`src/rtl/bsg_credit_counter_multi_pkg.sv`:
```
// Shared sizing helpers for the multi-channel credit counter.
// The sender logic and the bench use them as well.
package bsg_credit_counter_multi_pkg;

  function automatic int cnt_width_f(int max_tokens, int lg_decim, int margin);
    return margin + $clog2(max_tokens + 1) + lg_decim;
  endfunction

  function automatic int cap_f(int max_tokens, int lg_decim, int margin);
    return (max_tokens << lg_decim) << margin;
  endfunction

  function automatic int token_worth_f(int lg_decim);
    return 1 << lg_decim;
  endfunction

endpackage

```
`src/rtl/bsg_credit_counter_channel.sv`:
```
// One credit channel: it holds the token-return delay line, the credit counter,
// the accept check and the sticky overflow/underflow flags.
module bsg_credit_counter_channel
  import bsg_credit_counter_multi_pkg::*;
#(
  parameter int max_tokens_p                    = 4,
  parameter int lg_credit_to_token_decimation_p = 0,
  parameter int extra_margin_p                  = 0,
  parameter int start_full_p                    = 1,
  parameter int lg_max_dec_p                    = 0,
  parameter int check_excess_credits_p          = 1,
  parameter int inc_latency_p                   = 0,
  localparam int cw_lp = cnt_width_f(max_tokens_p, lg_credit_to_token_decimation_p, extra_margin_p)
) (
  input  logic                  clk_i,
  input  logic                  reset_n_i,
  input  logic                  inc_token_i,
  input  logic                  dec_v_i,
  input  logic [lg_max_dec_p:0] dec_credits_i,
  input  logic                  infinite_credits_i,
  output logic                  dec_ok_o,
  output logic                  credits_avail_o,
  output logic [cw_lp-1:0]      credits_o,
  output logic                  overflow_o,
  output logic                  underflow_o
);

  localparam logic [cw_lp:0] cap_lp =
    (cw_lp+1)'(cap_f(max_tokens_p, lg_credit_to_token_decimation_p, extra_margin_p));
  localparam logic [cw_lp:0] tw_lp =
    (cw_lp+1)'(token_worth_f(lg_credit_to_token_decimation_p));
  localparam logic [cw_lp-1:0] rst_lp =
    (start_full_p != 0) ? cw_lp'(max_tokens_p << lg_credit_to_token_decimation_p) : '0;

  logic inc_d;

  if (inc_latency_p == 0) begin : g_nolat
    assign inc_d = inc_token_i;
  end else begin : g_lat
    // Cleared in reset so that tokens already in flight are dropped too.
    logic [inc_latency_p-1:0] inc_pipe_q;
    always_ff @(posedge clk_i) begin
      if (!reset_n_i) inc_pipe_q <= '0;
      else            inc_pipe_q <= (inc_pipe_q << 1) | inc_latency_p'(inc_token_i);
    end
    assign inc_d = inc_pipe_q[inc_latency_p-1];
  end

  logic [cw_lp-1:0] credits_q, credits_d;
  logic             ov_q, ov_d, un_q, un_d;
  logic             fits, spend;
  logic [cw_lp:0]   sum;

  // The check looks at registered credits only; a same-cycle token never funds a spend.
  assign fits            = 32'(dec_credits_i) <= 32'(credits_q);
  assign dec_ok_o        = dec_v_i & (infinite_credits_i | fits);
  assign spend           = dec_ok_o & ~infinite_credits_i;
  assign credits_avail_o = infinite_credits_i | (credits_q != '0);

  always_comb begin
    sum       = {1'b0, credits_q} + (inc_d ? tw_lp : '0)
              - (spend ? (cw_lp+1)'(dec_credits_i) : '0);
    credits_d = sum[cw_lp-1:0];
    ov_d      = ov_q;
    if (check_excess_credits_p != 0 && sum > cap_lp) begin
      credits_d = cap_lp[cw_lp-1:0];
      ov_d      = 1'b1;
    end
    un_d      = un_q | (dec_v_i & ~dec_ok_o);
  end

  always_ff @(posedge clk_i) begin
    if (!reset_n_i) begin
      credits_q <= rst_lp;
      ov_q      <= 1'b0;
      un_q      <= 1'b0;
    end else begin
      credits_q <= credits_d;
      ov_q      <= ov_d;
      un_q      <= un_d;
    end
  end

  assign credits_o   = credits_q;
  assign overflow_o  = ov_q;
  assign underflow_o = un_q;

endmodule

```
`src/rtl/bsg_credit_counter_multi.sv`:
```
// Single-clock multi-channel credit counter: one independent channel per VC,
// and each channel's ports are sliced from flat vectors.
module bsg_credit_counter_multi
  import bsg_credit_counter_multi_pkg::*;
#(
  parameter int num_channels_p                  = 4,
  parameter int max_tokens_p                    = 4,
  parameter int lg_credit_to_token_decimation_p = 0,
  parameter int extra_margin_p                  = 0,
  parameter int start_full_p                    = 1,
  parameter int lg_max_dec_p                    = 0,
  parameter int check_excess_credits_p          = 1,
  parameter int inc_latency_p                   = 0,
  localparam int cw_lp = cnt_width_f(max_tokens_p, lg_credit_to_token_decimation_p, extra_margin_p),
  localparam int dw_lp = lg_max_dec_p + 1
) (
  input  logic                              clk_i,
  input  logic                              reset_n_i,
  input  logic [num_channels_p-1:0]         inc_token_i,
  input  logic [num_channels_p-1:0]         dec_v_i,
  input  logic [num_channels_p*dw_lp-1:0]   dec_credits_i,
  input  logic [num_channels_p-1:0]         infinite_credits_i,
  output logic [num_channels_p-1:0]         dec_ok_o,
  output logic [num_channels_p-1:0]         credits_avail_o,
  output logic [num_channels_p*cw_lp-1:0]   credits_o,
  output logic [num_channels_p-1:0]         overflow_o,
  output logic [num_channels_p-1:0]         underflow_o
);

  for (genvar c = 0; c < num_channels_p; c++) begin : g_ch
    bsg_credit_counter_channel #(
      .max_tokens_p                   (max_tokens_p),
      .lg_credit_to_token_decimation_p(lg_credit_to_token_decimation_p),
      .extra_margin_p                 (extra_margin_p),
      .start_full_p                   (start_full_p),
      .lg_max_dec_p                   (lg_max_dec_p),
      .check_excess_credits_p         (check_excess_credits_p),
      .inc_latency_p                  (inc_latency_p)
    ) u_ch (
      .clk_i             (clk_i),
      .reset_n_i         (reset_n_i),
      .inc_token_i       (inc_token_i[c]),
      .dec_v_i           (dec_v_i[c]),
      .dec_credits_i     (dec_credits_i[c*dw_lp +: dw_lp]),
      .infinite_credits_i(infinite_credits_i[c]),
      .dec_ok_o          (dec_ok_o[c]),
      .credits_avail_o   (credits_avail_o[c]),
      .credits_o         (credits_o[c*cw_lp +: cw_lp]),
      .overflow_o        (overflow_o[c]),
      .underflow_o       (underflow_o[c])
    );
  end

endmodule
```
`config.mk`:
```
export PLATFORM = sky130hd
export DESIGN_NAME = bsg_credit_counter_multi
export DESIGN_NICKNAME = d
export VERILOG_FILES = /design/src/rtl/bsg_credit_counter_multi_pkg.sv /design/src/rtl/bsg_credit_counter_channel.sv /design/src/rtl/bsg_credit_counter_multi.sv
export SDC_FILE = /design/constraint.sdc
export NUM_CORES = 1
export LEC_CHECK = 0
export BUFFER_PORTS_ARGS = -buffer_cell sky130_fd_sc_hd__buf_4
export CAP_MARGIN = 20
export CORE_AREA = 8 8 75 77
export CTS_CLUSTER_DIAMETER = 100
export DETAILED_ROUTE_END_ITERATION = 10
export DIE_AREA = 0 0 83 85
export PLACE_DENSITY = 0.61
export SLEW_MARGIN = 40
export SYNTH_ARGS = -nofsm -noshare
export SYNTH_HDL_FRONTEND = slang
export SYNTH_SLANG_ARGS = --single-unit
```
`constraint.sdc`:
```
create_clock -name clk_i -period 3.31 [get_ports clk_i]
set_input_delay 0.1655 -clock clk_i [delete_from_list [all_inputs] [get_ports clk_i]]
set_output_delay 0.1655 -clock clk_i [all_outputs]
set_load 0.03 [all_outputs]
```
==> Word-level counts from Yosys, hierarchy flattened <==
Index checks and enable logic that the tools add are counted.
{ "totals": {"ff_bits": 20, "wordCells": 77, "in_bits": 18, "output_inout_bits": 28} }
{ "classes": {"addsub": 8, "n_reduce_logical": 8, "magnitude_cmp": 8, "bitwise": 33, "muxes": 8} }
{ "ops": {"columns": ["op", "count"], "rows": [
  ["3-bit by 4-bit adder with 4-bit output", 4],
  ["4-bit by 3-bit > comparator with 1-bit output (second input constant)", 4],
  ["4-bit subtractor", 4],
  ["1-bit bitwise AND", 12],
  ["1-bit by 3-bit less-or-equal comparator with 1-bit output", 4],
  ["1-bit OR", 12],
  ["3-bit nonzero test", 4],
  ["1-bit inverter", 9],
  ["1-bit two-way mux", 8],
  ["2-bit OR reduction", 4]
]} }

==> Longest topological paths before layout <==
{ "logic_depth": {"depth_word": 8, "mapped_depth": 13, "mapped_depth_nobuf": 13} }

==> By module <==
From an unflattened synthesis, not the netlist that was laid out.
{ "hier_totals": {"hier_cells": 160, "hier_area_um2": 1551.5} }
{ "by_module_without_submodules": {"columns": ["mod", "cells_each", "instances", "area_each_um2", "seq_area_each_um2"], "rows": [
  ["bsg_credit_counter_channel", 40, 4, 387.9, 100.1]
]} }

==> Worst setup path after synthesis <==
No wires, ideal clock.
{ "synth_timing": {"path_kind": "register to register", "startpoint": "register g_ch[1].u_ch.credits_q[0]", "endpoint": "register g_ch[1].u_ch.credits_q[2]", "path_buffers": 0, "setup_slack_ns": 0.271, "period_less_slack_ns": 3.039, "required_time_ns": 3.183, "arrival_ns": 2.912, "setup_time_ns": 0.127, "stages_incl_launch_ff": 13, "cell_sequence": "dfxtp_1 -> ha_1 -> or3b_1 -> and3_4 -> nor4b_4 -> ha_1 -> inv_1 -> ha_1 -> inv_1 -> fa_1 -> xnor2_1 -> nand2_1 -> or3_1"} }
{ "synth_via": {"elab_chain_cells": 8, "elab_cells_between_ends": 9, "classes_between": "add/sub: 2; order compare: 2; mux: 1; bitwise: 3; reduce/logical: 1"} }
{ "synth_lines": {"columns": ["element", "line", "rtl"], "rows": [
  ["start, declared", "bsg_credit_counter_channel.sv:49", "logic [cw_lp-1:0] credits_q, credits_d;"],
  ["start signal, assigned", "bsg_credit_counter_channel.sv:74", "credits_q <= rst_lp;"],
  ["start signal, assigned", "bsg_credit_counter_channel.sv:78", "credits_q <= credits_d;"],
  ["1-bit by 3-bit less-or-equal comparator with 1-bit output", "bsg_credit_counter_channel.sv:55", "assign fits = 32'(dec_credits_i) <= 32'(credits_q);"],
  ["1-bit OR", "bsg_credit_counter_channel.sv:56", "assign dec_ok_o = dec_v_i & (infinite_credits_i | fits);"],
  ["1-bit bitwise AND", "bsg_credit_counter_channel.sv:56", null],
  ["1-bit bitwise AND", "bsg_credit_counter_channel.sv:57", "assign spend = dec_ok_o & ~infinite_credits_i;"],
  ["1-bit two-way mux", "bsg_credit_counter_channel.sv:62", "- (spend ? (cw_lp+1)'(dec_credits_i) : '0);"],
  ["4-bit subtractor *", "bsg_credit_counter_channel.sv:62", null],
  ["4-bit by 3-bit > comparator with 1-bit output", "bsg_credit_counter_channel.sv:65", "if (check_excess_credits_p != 0 && sum > cap_lp) begin"],
  ["2-bit OR reduction (no line)", null, null]
]} }
Every way passes the cells marked *; elsewhere a longest branch is shown, timed or not.
A chain may end at the register's enable or synchronous reset.

==> Worst setup path after layout <==
Same ends and word-level chain as after synthesis.

==> run metrics <==
Mapped Nets=223; wire length per cell=12.4 um; run status=complete, no violations; met3 wire len=246 um; largest net degree at the start of global routing=13; Initial DRC Count=16; slowest stage cell, crit path=fa_1; core box area=0.00454 mm^2; H-tree depth=1; Critical path origin=g_ch[1].u_ch.credits_o[0]; first-pass GRT wire length=5.61 mm; wl on met1=1.50 mm; die height=85 um; pwr dens=467 mW/mm^2; drt total wl=3.26 mm; setup violators final=0; Placer Congestion=0.719; switching part of the total=38.0%; TritonCTS Buffers=3; Slew @ Worst Pin=0.335 ns; unrepaired setup endpoints after global routing=no; clock sink count=20; Simple-Gate Fraction of Synth Area=28.5%; CP arrival=3.23 ns; setup tns final=0 ns; worst ir drop on vdd=0.389 mV; P_int=577 uW; clk buf depth=2; CP Cell Sequence=ha_1 -> or3b_1 -> and3_4 -> nor4b_4 -> ha_1 -> inv_1 -> ha_1 -> inv_1 -> fa_1 -> xnor2_1 -> nand2_1 -> or3_1; CP Class=reg2reg; Critical Path Sink Type=flop; most frequent cells in the layout=buf_4 (45), inv_1 (32), ha_1 (24), dfxtp_1 (20), nor2b_1 (12); #FFs+latches synth=20; CP Max Fanout=4; Initial Util=36.5%; post-synthesis mux area share=0%; Die ar.=0.00706 mm^2; antenna violations before repair=0; die width=83 um; CP most frequent cell=ha_1; num rows=25; Root Driver=clkbuf_8; Pwr Total=931 uW; Startpoint Class=flop; part of the power in registers=32.6%; R2R depth=12; period utilisation layout=93.6%; post-CTS setup buffers=0; Slew Viols, Final=0; Net Sw Power=354 uW; Total Routing Usage GR=9.18%; R2R Setup Slk=0.21 ns; Nets=256; CP max stage delay=0.37 ns; Max-cap violations=0; Adder-Cell Fraction of Synth Area=23.0%; Logic pwr share=47.5%; post-synthesis cell area=0.00166 mm^2; LEAKAGE=0.919 nW; fmax=0.323 GHz; Netlist cell types=26; Via density=4.83; cell count after synthesis=177; total gr overflow=0; DRT antenna net count=0; layout cells sized above 1=26.8%; XOR/XNOR share of the synthesized area=2.11%; worst min-delay path startpoint=dec_v_i[1]; path category of the worst min-delay check=in2reg; Pre-Repair DR Iteration Count=4; Reg2Reg Capture Point=g_ch[1].u_ch.credits_o[2]; Post-DP HPWL=2.82 mm; Clk pwr share=19.8%; cts hold-fix bufs=0; # DRC=0; main combinational cell family by area after synthesis=simple AND/OR/NAND/NOR gates; Final Critical Period=3.10 ns; met2 wire length=1.50 mm; ANT cells=0; post-CTS sizing=0; clock-pin slew on the worst setup and hold paths=0.07 ns; vias in the first global route=1324; clk_lat worst skew=0.25 ns; Fin Clk Skew=0.000809 ns; port bufs=45; # IOs=46; R2R Path Start=g_ch[1].u_ch.credits_o[0]; commonest non-fill, non-tap cell in the layout=buf_4; top routing layer used=met4; TritonCTS clock tree=done; CP required=3.45 ns; Syn. warnings=0; Hold Path End=g_ch[1].u_ch.underflow_o; Seq/Total Area, Yosys=24.2%; vias=1269; Final Hold Viols=0; worst hold stages=3; Synth Area per Inst=9.36 um^2; Max-slew headroom=77.6%; Synth Area in Compound Gates=7.55%; area growth from synthesis to layout=20.3%
==> critical path: cells and delay by family (launching register included) <==
| kind | cells | cell delay [ns] |
|---|---|---|
| buffers and inverters | 2 | 0.12 |
| DFF | 1 | 0.34 |
| xor gates and xnor gates | 1 | 0.22 |
| and+or+nand+nor | 5 | 1.22 |
| adders and majority gates | 4 | 1.07 |
==> cells in the mapped netlist <==
| master | count | area share [%] |
|---|---|---|
| buf_4 | 16 | 7.3 |
| a31oi_1 | 4 | 1.5 |
| nor4_1 | 4 | 1.5 |
| inv_1 | 32 | 7.3 |
| nand2b_1 | 4 | 1.5 |
| nand2_1 | 4 | 0.91 |
| ha_1 | 24 | 18 |
| or3_1 | 4 | 1.5 |
| nor4b_2 | 1 | 0.91 |
| o31a_1 | 4 | 2.1 |
| nand3b_1 | 4 | 1.8 |
| or4_1 | 4 | 1.8 |
| o21bai_1 | 4 | 1.8 |
| nor4b_1 | 4 | 2.1 |
| clkbuf_1 | 1 | 0.23 |
| nor2b_1 | 12 | 4.5 |
| a41oi_1 | 4 | 2.1 |
| or3b_1 | 4 | 2.1 |
| and4_1 | 4 | 2.1 |
| and3_1 | 1 | 0.38 |
| nor4b_4 | 3 | 4.3 |
| xnor2_1 | 4 | 2.1 |
| nor2_1 | 4 | 0.91 |
| dfxtp_1 | 20 | 24 |
| fa_1 | 4 | 4.8 |
| and3_4 | 3 | 2.0 |
==> per-stage QoR <==
step | setup WS [ns] | instances | instance area, um^2 | hold slack [ns] | utilization [%]
after CTS | 0.202 | 263 | 1990 | 0.204 | 43.9
after global routing | 0.0539 | 263 | 1990 | 0.213 | 43.9
after floorplan | 0.271 | 177 | 1660 | 0.323 | -
final | 0.213 | 263 | 1990 | 0.206 | 43.9
after detailed placement | 0.210 | 259 | 1940 | 0.478 | 42.7
after global placement | 0.247 | 259 | 1940 | 0.473 | 42.7
==> registers in the layout (all words and copies together), names as in the netlist <==
signal,count
g_ch.u_ch.overflow_o,4
g_ch.u_ch.underflow_o,4
g_ch.u_ch.credits_o,12
==> power by group through the flow <==
stage	Combinational [mW]	Clock (mW)	Sequential (mW)
floorplan	0.311	0	0.339
global placement	0.444	0	0.310
detailed placement	0.447	0	0.311
CTS	0.450	0.193	0.305
global route	0.490	0.202	0.310
finish	0.442	0.184	0.304
==> logic make-up (layout without fill, tap and decap cells) <==
logic type               after synthesis  count (layout)
adder cells (fa/ha/maj)               28              28
XOR/XNOR                               4               4
buffers and inverters                 49              81
AO/OA/AOI/OAI                         16              16
AND/OR/NAND/NOR                       60              60
flip-flops                            20              20
==> how the worst max path moves through the flow <==
| stage | to | slack [ns] | cells past startpoint |
|---|---|---|---|
| after global placement | g_ch[0].u_ch.credits_o[2] | 0.25 | 12 |
| after floorplan | g_ch[1].u_ch.credits_o[2] | 0.27 | 12 |
| after global routing | g_ch[3].u_ch.overflow_o | 0.05 | 12 |
| after detailed placement | g_ch[0].u_ch.credits_o[2] | 0.21 | 12 |
| final | g_ch[1].u_ch.credits_o[2] | 0.21 | 12 |
| after CTS | g_ch[1].u_ch.credits_o[2] | 0.20 | 12 |
==> routing by layer <==
layer  track usage [%]  up-vias
li1                  -      664
met1              10.3      573
met2              15.5       30
met3              4.41        2
met4              1.60        0
met5                 0        -
==> area by class of cell <==
cell class / instances / area (um^2)
Fill cell: 457 / 2540
Clock buffer: 4 / 55.1
Inverter: 32 / 120
Multi-Input combinational cell: 108 / 1010
Tap cell: 54 / 67.6
Sequential cell: 20 / 400
Timing Repair Buffer: 45 / 338
Note: power is estimated with default switching activity, not from simulation.
